File: config.mk
export PLATFORM = sky130hd
export DESIGN_NAME = atuador_de_dampers
export DESIGN_NICKNAME = d
export VERILOG_FILES = /design/src/rtl/atuador_de_dampers.sv
export SDC_FILE = /design/constraint.sdc
export NUM_CORES = 1
export LEC_CHECK = 0
export BUFFER_PORTS_ARGS = -buffer_cell sky130_fd_sc_hd__clkbuf_2
export CAP_MARGIN = 40
export CORE_MARGIN = 8
export CORE_UTILIZATION = 35
export DETAILED_ROUTE_END_ITERATION = 8
export GPL_ROUTABILITY_DRIVEN = 0
export HOLD_SLACK_MARGIN = 0.1
export PLACE_DENSITY_LB_ADDON = 0.2
export SYNTH_ARGS = -nofsm -noshare
export SYNTH_HDL_FRONTEND = slang
export SYNTH_SLANG_ARGS = --single-unit
File: constraint.sdc
create_clock -name clk -period 2.57 [get_ports clk]
set_input_delay 0.257 -clock clk [delete_from_list [all_inputs] [get_ports clk]]
set_output_delay 0.257 -clock clk [all_outputs]
set_load 0.005 [all_outputs]
File: src/rtl/atuador_de_dampers.sv
// atuador_de_dampers: sequences six damper motors one at a time, with dead time, travel timeout and per-damper faults.
`timescale 1ns/1ps
module atuador_de_dampers #(
    parameter int TIMEOUT_CICLOS = 1000,
    parameter int DEAD_CICLOS    = 4
) (
    input  logic       clk,
    input  logic       rst,
    input  logic [5:0] cmdDamper,
    input  logic [5:0] fimCursoAberto,
    input  logic [5:0] fimCursoFechado,
    input  logic       limparFalha,
    output logic [5:0] motorAbrir,
    output logic [5:0] motorFechar,
    output logic [5:0] estadoDamper,
    output logic [5:0] falhaDamper,
    output logic       alarmeFalha,
    output logic       ocupado
);
    localparam int TW = $clog2(TIMEOUT_CICLOS + 1);
    localparam int DW = $clog2(DEAD_CICLOS + 1);
    typedef enum logic [1:0] {SCAN, PAUSA, MOVE} estado_t;
    estado_t    est_q, est_d;
    logic [5:0] ab_m_q, ab_q, fe_m_q, fe_q;
    logic [2:0] ptr_q, ptr_d, idx_q, idx_d, ptr_inc, idx_inc;
    logic       dir_q, dir_d, alvo, alarme_q;
    logic [TW-1:0] tmr_q, tmr_d;
    logic [DW-1:0] dead_q, dead_d;
    logic [5:0] falha_q, falha_d, abrir_q, abrir_d, fechar_q, fechar_d;
    logic [5:0] pos_q, need, both, set_f;
    assign both    = ab_q & fe_q;
    assign need    = ~falha_q & ((cmdDamper & ~ab_q) | (~cmdDamper & ~fe_q));
    assign ptr_inc = (ptr_q == 3'd5) ? 3'd0 : ptr_q + 3'd1;
    assign idx_inc = (idx_q == 3'd5) ? 3'd0 : idx_q + 3'd1;
    assign alvo    = dir_q ? ab_q[idx_q] : fe_q[idx_q];
    always_comb begin
        est_d  = est_q;
        ptr_d  = ptr_q;
        idx_d  = idx_q;
        dir_d  = dir_q;
        tmr_d  = tmr_q;
        dead_d = dead_q;
        set_f  = (est_q != PAUSA) ? both : 6'b0;
        case (est_q)
            SCAN: begin
                if (need[ptr_q]) begin
                    est_d  = PAUSA;
                    idx_d  = ptr_q;
                    dir_d  = cmdDamper[ptr_q];
                    dead_d = '0;
                end else ptr_d = ptr_inc;
            end
            PAUSA: begin
                if (dead_q >= DW'(DEAD_CICLOS - 1)) begin
                    est_d = MOVE;
                    tmr_d = '0;
                end else dead_d = dead_q + DW'(1);
            end
            MOVE: begin
                if (alvo) begin
                    est_d = SCAN;
                    ptr_d = idx_inc;
                end else if (cmdDamper[idx_q] != dir_q) begin
                    est_d  = PAUSA;
                    dir_d  = cmdDamper[idx_q];
                    dead_d = '0;
                end else if (tmr_q >= TW'(TIMEOUT_CICLOS - 1)) begin
                    est_d        = SCAN;
                    ptr_d        = idx_inc;
                    set_f[idx_q] = 1'b1;
                end else tmr_d = tmr_q + TW'(1);
            end
            default: est_d = SCAN;
        endcase
        // a fault raised in the same cycle as the clear pulse survives it
        falha_d  = (limparFalha ? 6'b0 : falha_q) | set_f;
        abrir_d  = (est_d == MOVE && dir_d)  ? 6'(1) << idx_d : 6'b0;
        fechar_d = (est_d == MOVE && !dir_d) ? 6'(1) << idx_d : 6'b0;
    end
    always_ff @(posedge clk) begin
        ab_m_q <= fimCursoAberto;
        ab_q   <= ab_m_q;
        fe_m_q <= fimCursoFechado;
        fe_q   <= fe_m_q;
    end
    always_ff @(posedge clk) begin
        if (rst) begin
            est_q    <= SCAN;
            ptr_q    <= '0;
            idx_q    <= '0;
            dir_q    <= 1'b0;
            tmr_q    <= '0;
            dead_q   <= '0;
            falha_q  <= '0;
            abrir_q  <= '0;
            fechar_q <= '0;
            pos_q    <= '0;
            alarme_q <= 1'b0;
        end else begin
            est_q    <= est_d;
            ptr_q    <= ptr_d;
            idx_q    <= idx_d;
            dir_q    <= dir_d;
            tmr_q    <= tmr_d;
            dead_q   <= dead_d;
            falha_q  <= falha_d;
            abrir_q  <= abrir_d;
            fechar_q <= fechar_d;
            pos_q    <= ab_q & ~fe_q;
            alarme_q <= |falha_d;
        end
    end
    assign motorAbrir   = abrir_q;
    assign motorFechar  = fechar_q;
    assign estadoDamper = pos_q;
    assign falhaDamper  = falha_q;
    assign alarmeFalha  = alarme_q;
    assign ocupado      = est_q != SCAN;
endmodule
==> After elaboration in Yosys (flattened, before gate mapping) <==
Cells that the tools add are included.
{ "word_totals": {"inputBits": 21, "word_cells": 119, "out_inout_bits": 26, "reg_bits": 71} }
{ "op_classes": {"reduce_logical": 15, "n_lt_le_gt_ge": 5, "n_eq_ne": 17, "n_bitwise": 14, "shift": 1, "add_sub_neg": 4, "mux": 48} }
{ "op_table": {"columns": ["cell", "n"], "rows": [
  ["10-bit 2-to-1 mux", 4],
  ["3-bit 2-to-1 mux", 12],
  ["6-bit 2-to-1 mux", 6],
  ["6-bit bitwise AND", 5],
  ["6-bit NOT", 4],
  ["10-bit one-hot mux with 2 select lines", 1],
  ["6-bit OR", 3],
  ["2-bit != test (second input constant)", 8],
  ["1-bit binary-select mux with 3-bit select", 5],
  ["10-bit by 1-bit adder with 10-bit output (second input constant)", 1],
  ["10-bit greater-or-equal comparator (second input constant)", 1],
  ["1-bit 2-to-1 mux", 10],
  ["2-bit 2-to-1 mux", 5],
  ["5-bit AND reduction", 2],
  ["3-bit by 1-bit adder with 3-bit output (second input constant)", 3],
  ["3-bit one-hot mux with 3 select lines", 1],
  ["3-bit by 4-bit < comparator with 1-bit output (second input constant)", 2],
  ["3-bit equality test (second input constant)", 2],
  ["3-bit != test (second input constant)", 2],
  ["2-bit one-hot mux with 3 select lines", 1],
  ["3-bit one-hot mux with 2 select lines", 1],
  ["2-bit nonzero test", 3],
  ["6-bit OR reduction", 1],
  ["1-bit by 3-bit << shifter with 6-bit output (first input constant)", 1],
  ["15 further kinds", 20]
]} }

==> Logic depth before layout (Yosys ltp) <==
{ "logic_depth": {"depth_word": 12, "ltp_mapped": 10, "depth_no_buf": 8} }

==> Worst setup path before layout <==
OpenSTA, ideal clock, no wires.
{ "synth_timing": {"path_kind": "register -> register", "from": "register idx_q[1]", "to": "register tmr_q[8]", "n_path_buf": 3, "period_less_slack_ns": 2.264, "stages_incl_launch_ff": 11, "path_slack_ns": 0.306, "arrival_ns": 2.193, "setup_time_ns": 0.071, "required_ns": 2.499, "path_cell_list": "dfxtp_1 -> buf_6 -> buf_8 -> nand3b_1 -> o21ai_1 -> a221o_1 -> o22a_4 -> o31a_1 -> buf_6 -> or3_1 -> a21oi_1"} }
{ "synth_between": {"elab_chain_cells": 5, "elab_cells_between_ends": 11, "cone_classes": "3 x eq/ne; 7 x mux; 1 x reduce/logical"} }
{ "synth_rtl": {"columns": ["element", "line", "text"], "rows": [
  ["start, declared", "25", "logic [2:0] ptr_q, ptr_d, idx_q, idx_d, ptr_inc, idx_inc;"],
  ["start signal, assigned", "102", "idx_q <= idx_d;"],
  ["1-bit binary-select mux with 3-bit select, on equally long branches", "63, 35", null],
  ["1-bit 2-to-1 mux, on equally long branches", "63, 35", null],
  ["1-bit != test or 1-bit 2-to-1 mux (tied branches)", "63, 35", null],
  ["2-bit != test (no source line)", null, null],
  ["5-bit AND reduction (no source line) (*)", null, null],
  ["end signal, assigned", "104", "tmr_q <= tmr_d;"],
  ["end, declared", "27", "logic [TW-1:0] tmr_q, tmr_d;"]
]} }
Mark *: on every way between the ends. The rest lies on a longest branch, timed or not. The select of a mux whose other input is x is not followed.
A chain may end at the register's enable or synchronous reset.

==> Worst setup path after layout <==
{ "layout_timing": {"from": "register idx_q[1]", "to": "register tmr_q[3]"} }
The elaborated chain is that of the path after synthesis.

==> flow_summary.ini <==
[worst_setup_path]
r2r_end = tmr_q[3]
crit_path_end_kind = flip-flop
required_ns = 2.84
r2r_start = idx_q[1]
crit_path_start = idx_q[1]
r2r_cells = 8
crit_fanout = 15
crit_type = reg2reg
start_kind = flip-flop
arrival_ns = 2.71
setup.worst_path.end = tmr_q[3]
rrSetupSlack_ns = 0.13

[drt]
routedWlPerCell_um = 14.9
postRouteAntennaNets = 0
firstDrtPassIters = 4
drc_errors = 0
drtIter0Drc = 85
routed_wl_mm = 7.35
vias = 2545
post_drt_via_cell_ratio = 5.17

[logic_synthesis]
synth.top_cell.area_share = 0.483
synth_top_flop_cell = dfxtp_1
yosysTopAreaCell = dfxtp_1
syn_nets = 336
synthesis.area_mm2 = 0.00294
synth-seq-cells = 71
ys_seq_area_frac = 0.483
yosys_warnings = 0
syn_area_per_cell_um2 = 9.43
syn-instance-count = 312
synth_cell_types = 53
async_flop_share = 0
synth-edff-count = 0
synthTopCellsByArea = dfxtp_1 48%, mux2i_1 5.1%, a21oi_1 3.2%

[sta]
period_minus_slack_ns = 2.44
min_period_over_period = 0.948
slew_viol_final = 0
hold_viol = 0
setup_tns_ns = 0
relSlewSlack = 0.558
fmax_mhz = 411
skew_ns = 0.00720
grt_setup_unrepaired = no
worst_pin_slew_ns = 0.658
setup_violations = 0

[clock_tree]
cts_tree = done
cts_root_buf = clkbuf_8
h-tree-depth = 3
clk_pin_slew_worst_paths_ns = 0.08
cts_buffers = 9
cts_num_sinks = 71
clock_path_buffers = 2
clk_latency_ns = 0.34

[layout]
n_fill_cell = 816
post_route_cells_drive_above_1_share = 0.243
finalNonFillerCells = 492
layout.nets = 407
final_util = 0.449
area_delta_synth_final_pct = 24.7
diodes = 0

[grt]
grt_pass1_wl_mm = 12.3
grt_pass1_vias = 2624
grt_max_degree = 17
antenna_found_initial = 0
gr-total-overflow = 0
track_usage = 0.132

[power_and_ir_drop]
leakage_nw = 1.51
power_density_mw_per_mm2 = 794
peakVddDrop_v = 0.000650

[die]
rows = 33
die_w_um = 108
die_h_um = 108
dieArea_mm2 = 0.0116
io_pins = 47
coreArea_mm2 = 0.00818
initial_utilization = 0.360

[run_status]
status = complete, no violations

[placed_design]
portBuffers = 46
dp.cells = 465
hpwl_mm = 5.60

[flow_run]
cap_viol_max_count = 0

[worst_hold_path]
hold_class = in2reg
==> placed cells by master, fill, tap and decap left out, types with 5 or more instances in the layout <==
master         netlist  routed
a32oi_1              5       5
o21ai_0             12      12
inv_1               15      14
or3_1                9       9
a21oi_1             19      19
nor3_1              18      18
nand3_1              7       7
nand2b_1             6       6
mux2i_1             15      15
dlygate4sd3_1        0      12
buf_4                0      16
clkbuf_8             0       9
and2_1               7       7
clkbuf_2             0      46
nor2_1              22      22
nand4_1              5       5
nor3b_1              6       6
nand2_1             19      19
dfxtp_1             71      67
==> flip-flops by register name, summed over array words and instances (netlist names), 6 cells and up <==
name / count
tmr_q: 10
ab_m_q: 6
ab_q: 6
estadoDamper: 6
falhaDamper: 6
fe_m_q: 6
fe_q: 6
motorAbrir: 6
motorFechar: 6
==> repair_timing <==
item                       in CTS  in global routing
setup endpoints to repair      10                 14
hold buffers                   12                  0
hold endpoints to repair       12                  0
buffers inserted                0                  0
resized for setup               1                  5
==> stage by stage <==
stage          worst slack, ns  area [um2]  hold slack (ns)  power (mW)
6_report                 0.135        3670            0.253        2.92
5_1_grt                 0.0110        3670            0.268        3.08
4_1_cts                 0.0512        3660            0.245        2.93
3_5_place_dp           -0.0674        3360            0.312        2.06
3_3_place_gp            0.0373        3360            0.310        2.05
2_1_floorplan            0.306        2940            0.285        1.80
==> synthesized netlist by cell type (all sizes together), types with 4 or more instances <==
cell type and count:
and2 7, nor3 18, nand3 7, dfxtp 71, or3 9, nor2b 4, clkbuf 8, inv 15
a32oi 5, a21oi 19, nand2b 6, mux2i 15, nor3b 6, buf 7, nor2 22, nand3b 4
nand2 19, o21ai 14, nand4 5, a32o 4
==> final cells by class <==
class | instances | area, um2 | area share
Sequential cell | 71 | 1430 | 0.389
Multi-Input combinational cell | 211 | 1380 | 0.375
Timing Repair Buffer | 75 | 490 | 0.134
Clock inverter | 6 | 61.3 | 0.0167
Tap cell | 105 | 131 | 0.0358
Clock buffer | 9 | 124 | 0.0338
Inverter | 15 | 56.3 | 0.0153
==> worst min path at each step <==
stage                                  from        end  slack, ns  depth (start not counted)
final                                   rst   idx_q[2]       0.25                          2
after global routing                    rst   idx_q[2]       0.27                          2
after CTS                               rst   tmr_q[1]       0.24                          2
after detailed placement          ab_m_q[2]    ab_q[2]       0.31                          0
after global placement            fe_m_q[1]    fe_q[1]       0.31                          0
after floorplan           fimCursoAberto[0]  ab_m_q[0]       0.28                          0
==> power by group <==
part	switching (mW)	internal, mW
Clock	0.418	0.441
Combinational	0.420	0.360
Sequential	0.0968	1.18
Total	0.935	1.98
==> kinds of logic (layout without fill, tap and decap cells) <==
logic type	count (synthesis)	after routing	share of synthesized area
buf+inv	30	105	0.0489
simple gates	117	117	0.210
mux	18	18	0.0663
xor+xnor	1	1	0.00298
flops	71	71	0.483
fa+ha+maj	3	3	0.0128
compound gates	72	72	0.176
==> worst max-delay path, stage by stage (launching register included) <==
cell	delay, ns
dfxtp_4	0.44
mux2i_1	0.22
o21ai_1	0.08
a221o_1	0.40
o22a_4	0.22
o31a_1	0.36
buf_12	0.16
or3_1	0.34
a21oi_1	0.14
==> layer usage <==
| metal | vias to the layer above | part of all wire | GRT usage |
|---|---|---|---|
| li1 | 1285 | - | - |
| met5 | - | 0 | 0 |
| met4 | 0 | 0.020 | 0.0565 |
| met2 | 66 | 0.47 | 0.220 |
| met3 | 12 | 0.056 | 0.0413 |
| met1 | 1182 | 0.45 | 0.153 |
Note: power is estimated with default switching activity, not from simulation.
